==> src/rtl/uart_rx_sampler.sv <==
// uart_rx_sampler: 16x oversampling UART receiver.
// The asynchronous rx line is synchronized, sampled mid-bit on a free-running
// baud tick, assembled LSB-first, and presented on dout together with a
// one-clock rx_done_tick strobe and the stop-bit status of that frame.

module uart_rx_sampler #(
    parameter int DBIT    = 8,    // data bits per frame
    parameter int SB_TICK = 16,   // ticks per stop period (16 = 1 stop bit, 32 = 2)
    parameter int DVSR    = 326   // clk cycles per 16x oversampling tick
) (
    input  logic            clk,
    input  logic            reset_n,
    input  logic            rx,
    output logic [DBIT-1:0] dout,
    output logic            rx_done_tick,
    output logic            frame_err
);

    // Counter widths. The oversample counter is 4 bits for one stop bit and
    // only grows when a two-stop-bit configuration needs to count past 15.
    localparam int TW = (DVSR > 1) ? $clog2(DVSR) : 1;
    localparam int NW = (DBIT > 1) ? $clog2(DBIT) : 1;
    localparam int SW = (SB_TICK > 16) ? $clog2(SB_TICK) : 4;

    localparam logic [TW-1:0] TICK_LAST = TW'(DVSR - 1);
    localparam logic [NW-1:0] N_LAST    = NW'(DBIT - 1);
    localparam logic [SW-1:0] S_MID     = SW'(7);
    localparam logic [SW-1:0] S_BIT     = SW'(15);
    localparam logic [SW-1:0] S_STOP    = SW'(SB_TICK - 1);
    localparam logic [SW-1:0] S_ONE     = SW'(1);
    localparam logic [NW-1:0] N_ONE     = NW'(1);

    typedef enum logic [1:0] {
        IDLE,
        START,
        DATA,
        STOP
    } state_t;

    // Synchronizer flops; both idle high so a reset never looks like a start bit.
    logic            r_rxMeta;
    logic            r_rxSync;

    // Baud tick generator.
    logic [TW-1:0]   r_tickCnt;
    logic            w_tick;

    // Receiver state and datapath registers.
    state_t          r_state;
    state_t          w_stateNext;
    logic [SW-1:0]   r_s;
    logic [SW-1:0]   w_sNext;
    logic [NW-1:0]   r_n;
    logic [NW-1:0]   w_nNext;
    logic [DBIT-1:0] r_shift;
    logic [DBIT-1:0] w_shiftNext;
    logic [DBIT-1:0] w_shiftIn;
    logic [DBIT-1:0] r_dout;
    logic [DBIT-1:0] w_doutNext;
    logic            r_frameErr;
    logic            w_frameErrNext;
    logic            r_doneTick;
    logic            w_doneTickNext;

    // Two-flop synchronizer bringing rx into the clk domain.
    always_ff @(posedge clk or negedge reset_n) begin
        if (!reset_n) begin
            r_rxMeta <= 1'b1;
            r_rxSync <= 1'b1;
        end else begin
            r_rxMeta <= rx;
            r_rxSync <= r_rxMeta;
        end
    end

    // Free-running baud counter; never restarted by rx activity so bit timing
    // is set purely by counting ticks from the detected start edge.
    always_ff @(posedge clk or negedge reset_n) begin
        if (!reset_n) begin
            r_tickCnt <= '0;
        end else if (r_tickCnt == TICK_LAST) begin
            r_tickCnt <= '0;
        end else begin
            r_tickCnt <= r_tickCnt + TW'(1);
        end
    end

    assign w_tick = (r_tickCnt == TICK_LAST);

    // New sample enters at the MSB so that after DBIT samples the first bit
    // received sits at bit 0. Written as shifts so DBIT = 1 also elaborates.
    assign w_shiftIn = (r_shift >> 1) | (DBIT'(r_rxSync) << (DBIT - 1));

    // State and datapath registers; outputs are registered so the strobe and
    // the data it qualifies update on the same edge.
    always_ff @(posedge clk or negedge reset_n) begin
        if (!reset_n) begin
            r_state    <= IDLE;
            r_s        <= '0;
            r_n        <= '0;
            r_shift    <= '0;
            r_dout     <= '0;
            r_frameErr <= 1'b0;
            r_doneTick <= 1'b0;
        end else begin
            r_state    <= w_stateNext;
            r_s        <= w_sNext;
            r_n        <= w_nNext;
            r_shift    <= w_shiftNext;
            r_dout     <= w_doutNext;
            r_frameErr <= w_frameErrNext;
            r_doneTick <= w_doneTickNext;
        end
    end

    // Next-state logic: detect the start edge, confirm it at mid-bit, sample
    // each data bit at its centre, then sample the stop bit and publish.
    always_comb begin
        w_stateNext    = r_state;
        w_sNext        = r_s;
        w_nNext        = r_n;
        w_shiftNext    = r_shift;
        w_doutNext     = r_dout;
        w_frameErrNext = r_frameErr;
        w_doneTickNext = 1'b0;

        case (r_state)
            IDLE: begin
                if (!r_rxSync) begin
                    w_sNext     = '0;
                    w_stateNext = START;
                end
            end

            START: begin
                if (w_tick) begin
                    if (r_s == S_MID) begin
                        if (!r_rxSync) begin
                            w_sNext     = '0;
                            w_nNext     = '0;
                            w_stateNext = DATA;
                        end else begin
                            w_stateNext = IDLE;
                        end
                    end else begin
                        w_sNext = r_s + S_ONE;
                    end
                end
            end

            DATA: begin
                if (w_tick) begin
                    if (r_s == S_BIT) begin
                        w_sNext     = '0;
                        w_shiftNext = w_shiftIn;
                        if (r_n == N_LAST) begin
                            w_stateNext = STOP;
                        end else begin
                            w_nNext = r_n + N_ONE;
                        end
                    end else begin
                        w_sNext = r_s + S_ONE;
                    end
                end
            end

            STOP: begin
                if (w_tick) begin
                    if (r_s == S_STOP) begin
                        w_doutNext     = r_shift;
                        w_frameErrNext = ~r_rxSync;
                        w_doneTickNext = 1'b1;
                        w_stateNext    = IDLE;
                    end else begin
                        w_sNext = r_s + S_ONE;
                    end
                end
            end

            default: begin
                w_stateNext = IDLE;
            end
        endcase
    end

    assign dout         = r_dout;
    assign rx_done_tick = r_doneTick;
    assign frame_err    = r_frameErr;

endmodule

==> config.mk <==
export PLATFORM = sky130hd
export DESIGN_NAME = uart_rx_sampler
export DESIGN_NICKNAME = d
export VERILOG_FILES = /design/src/rtl/uart_rx_sampler.sv
export SDC_FILE = /design/constraint.sdc
export NUM_CORES = 1
export LEC_CHECK = 0
export BUFFER_PORTS_ARGS = -buffer_cell sky130_fd_sc_hd__buf_2
export CORE_AREA = 4 4 60 117
export CTS_BUF_LIST = sky130_fd_sc_hd__clkbuf_8
export CTS_CLUSTER_DIAMETER = 80
export CTS_CLUSTER_SIZE = 40
export DETAILED_ROUTE_END_ITERATION = 7
export DIE_AREA = 0 0 64 121
export GPL_ROUTABILITY_DRIVEN = 0
export SYNTH_ARGS = -nofsm -noshare
export SYNTH_HDL_FRONTEND = slang
export SYNTH_SLANG_ARGS = --single-unit
==> constraint.sdc <==
create_clock -name clk -period 1.9 [get_ports clk]
set_clock_uncertainty 0.05 [all_clocks]
set_input_delay 0.095 -clock clk [delete_from_list [all_inputs] [get_ports clk]]
set_output_delay 0.095 -clock clk [all_outputs]
set_load 0.05 [all_outputs]
==> reports/qor.txt <==
GLOBAL ROUTING
----------------------------------------------------------------------
Pin count of the biggest net entering global routing                39
Global-route wire length before repair                         5.13 mm
Initial antenna violation count                                      0
Grt total ovfl                                                       0
Via count of the first global-routing pass                        1112
Global router's overall resource usage                           8.58%

LOGIC SYNTHESIS
----------------------------------------------------------------------
Number of distinct library cells after synthesis                    44
Share of flip-flops with an asynchronous set or reset             100%
Most used DFF post-synth                                       dfrtp_1
Combinational family with the most area after synthesis   simple AND/OR/NAND/NOR gates
Area fraction in compound gates after synthesis                  7.05%
Number of register bits inferred by synthesis                       38
Syn Inst Count                                                     137
Mean Syn Cell Area                                            13.2 µm²
Post-synthesis instance area                               0.00181 mm²
Sequential-to-total area share from yosys stat                   52.7%
Post-synthesis net count                                           145
Simple logic cell fraction of the synthesized area               15.3%
Warnings from Yosys                                                  0
Post-synthesis adder-cell area fraction                          3.46%
Multiplexer share of the synthesized area                        15.1%
Post-synth EDFFs                                                     0
Synth Area in XOR/XNOR                                           3.39%

POWER AND IR DROP
----------------------------------------------------------------------
Leak pwr                                                       1.01 nW
VDD IR max                                                  0.000355 V
Psw                                                           0.297 mW
Switching share of total power                                   21.1%
Power per unit of standard cell area                        674 mW/mm²
Share of power burned in registers                               57.9%
Total internal power                                           1.11 mW
Total power                                                    1.41 mW
Combinational share of power                                      1.5%
Clock share of power                                             40.6%

TIMING
----------------------------------------------------------------------
Setup repair after global routing missed its margin                yes
Hold Violations, Final                                               0
Number of slew-limit violations in the final report                  0
Least-Margin Pin Slew                                           814 ps
Fin crit period                                                1860 ps
Final setup violation count                                          0
Final clock period utilization by the worst path                 97.8%
Final worst hold slack                                          308 ps
FMAX                                                           538 MHz
Least setup slack across all paths after layout                42.2 ps
Tightest slew margin relative to the limit                       45.7%

STATUS
----------------------------------------------------------------------
Outcome                                                   finished clean

LAYOUT
----------------------------------------------------------------------
Filler Cells Inserted                                              629
FF+latch area                                                  953 µm²
Util after Layout                                                33.6%
Count of nets after finishing                                      165
Diode count                                                          0
Proportion of layout cells with a drive suffix above 1           33.5%
Relative area change from synthesis to final layout              15.3%
Final Non-Filler Cells                                             244
Area occupied by multi-input gates                             802 µm²

DETAILED ROUTING
----------------------------------------------------------------------
Post-DR wirelength/cell                                        11.8 µm
Starting DRC count in detailed routing                              26
Vias per Instance                                                 4.54
DR vias                                                           1108
DRT Pass-1 Iters                                                     4
DRC violations left                                                  0
Post-DRT Antenna Nets                                                0
Final WL                                                       2.87 mm

DIE
----------------------------------------------------------------------
Horiz. Die Dim                                                   64 µm
Die extent in y                                                 121 µm
Count of pins on the block boundary                                 13
Number of core rows                                                 41
Initial Utilization                                              29.2%
Die Footprint                                              0.00774 mm²
Placeable core region                                      0.00621 mm²

CRITICAL PATH
----------------------------------------------------------------------
Maximum fanout along the worst path                                  8
Critical R2R Launch                                       r_tickCnt[1]
Setup crit start kind                                             flop
Crit path cell chain                                      inv_1, ha_1, and4bb_4, and4_4, and3_4, mux2_4
Required time at the endpoint of the critical path             2030 ps
Arrival time worst endpoint                                    1990 ps
Crit path largest cell delay                                    390 ps
Worst path buffer plus inverter count                                1
Kind of end point of the critical path                            flop
Cell type of the slowest stage on the worst timing path        dfrtp_1
Critical setup path kind                                  flop to flop
Crit path max-delay family                                simple AND/OR/NAND/NOR gates
Origin of the worst setup path                            r_tickCnt[1]

PLACED DESIGN
----------------------------------------------------------------------
Port bufs                                                           12
Post-placement cell count                                          233
Half-perimeter wire length after detailed placement            2.02 mm
Worst Setup Slack post-DPL                                     30.8 ps

HOLD PATH
----------------------------------------------------------------------
Hold/Removal Path Class                                   flop to flop
Worst Min Path Start                                          r_rxMeta

CLOCK NETWORK
----------------------------------------------------------------------
Longest Clk Path Bufs                                                2
Gates resized, CTS repair                                            0
H-tree depth reported by CTS                                         2
TritonCTS clock tree                                             built
Clock transition at the registers of the reported paths          70 ps
Clock sink count                                                    38
Root Driver                                                   clkbuf_8
Number of clock buffers inserted by TritonCTS                        5
Clock latency at the later pin of the worst-skew pair           290 ps

RUN
----------------------------------------------------------------------
Max-cap violation count                                              0

-- Yosys cell counts (all sizes together), types with 2 or more instances --
| master | instances | area [µm²] |
|---|---|---|
| and3 | 4 | 31.3 |
| a22o | 3 | 26.3 |
| and4bb | 2 | 28.8 |
| a221o | 3 | 30.0 |
| nand3 | 10 | 62.6 |
| nor3 | 2 | 10.0 |
| ha | 5 | 62.6 |
| and2 | 3 | 21.3 |
| mux2 | 18 | 263 |
| nor4 | 2 | 12.5 |
| xnor2 | 4 | 35.0 |
| xor2 | 3 | 26.3 |
| a311oi | 2 | 17.5 |
| dfstp | 2 | 52.6 |
| nand2 | 3 | 13.8 |
| a21oi | 3 | 15.0 |
| nor2 | 9 | 33.8 |
| inv | 3 | 11.3 |
| dfrtp | 36 | 901 |
| buf | 3 | 32.5 |
| clkbuf | 3 | 11.3 |
-- flip-flops by register name (all words and copies together) (netlist names), named ones only --
signal,cells
dout,8
frame_err,1
r_n,3
r_rxMeta,1
r_rxSync,1
r_s,4
r_shift,8
r_state,1
r_tickCnt,9
rx_done_tick,1
-- through the flow --
step	instance area, µm²	setup TNS [ps]
6_report	2090	0
5_1_grt	2090	-563
4_1_cts	2080	0
2_1_floorplan	1810	0
3_3_place_gp	1960	0
3_5_place_dp	1960	0
-- layout by cell type (no fill, tap or decap), types with 3 or more instances in the layout --
| master | Yosys | final |
|---|---|---|
| buf_2 | 1 | 12 |
| dfrtp_1 | 36 | 36 |
| mux2_4 | 16 | 16 |
| xnor2_1 | 4 | 4 |
| nor2_1 | 9 | 9 |
| a221o_1 | 3 | 3 |
| xor2_1 | 3 | 3 |
| nand3_1 | 9 | 9 |
| a21oi_1 | 3 | 3 |
| a22o_1 | 3 | 3 |
| buf_4 | 1 | 5 |
| clkbuf_8 | 0 | 6 |
| inv_1 | 3 | 3 |
| ha_1 | 5 | 5 |
-- cells by family (layout without fill, tap and decap cells) --
group | Yosys count | in the layout
AO/OA/AOI/OAI | 16 | 16
XOR/XNOR | 7 | 7
adder cells (fa/ha/maj) | 5 | 5
buffers and inverters | 9 | 30
flip-flops | 38 | 38
multiplexers | 19 | 19
AND/OR/NAND/NOR | 43 | 43
-- final timing paths --
| kind | end | slack, ps | cells after the start |
|---|---|---|---|
| worst max-delay path | r_shift[0] | 40 | 6 |
| worst min-delay path | r_rxSync | 310 | 0 |
| worst max register to register | r_shift[0] | 40 | 6 |
| worst min register to register | r_rxSync | 310 | 0 |
| max in group asynchronous | r_s[3] | 900 | 2 |
| min in group asynchronous | dout[0] | 380 | 2 |
-- power by group through the flow --
stage	clock network (mW)	registers, mW	logic, mW
2_1_floorplan	0	0.830	0.00117
3_3_place_gp	0	0.830	0.0186
3_5_place_dp	0	0.830	0.0197
4_1_cts	0.603	0.814	0.0227
5_1_grt	0.637	0.814	0.0256
6_report	0.570	0.815	0.0208
-- timing repair --
item	in CTS	in global routing
hold endpoints to repair	37	0
endpoints found under the setup margin	0	19
hold buffers	2	0
buffers inserted	0	1
-- cell type report --
type / instances / area share (%)
Multi-Input combinational cell: 90 / 38.4
Clock buffer: 6 / 3.96
Timing Repair Buffer: 19 / 5.64
Sequential cell: 38 / 45.7
Inverter: 3 / 0.540
Tap cell: 86 / 5.16
Clock inverter: 2 / 0.600
-- metal layers --
layer	wire length (µm)	up-vias	GRT usage, %	share of wire, %
li1	-	540	-	-
met1	1320	539	10.5	46
met2	1370	22	12.8	48
met3	113	7	2.87	3.9
met4	69	0	5.28	2.4
met5	0	-	0	0
Note: power is estimated with default switching activity, not from simulation.
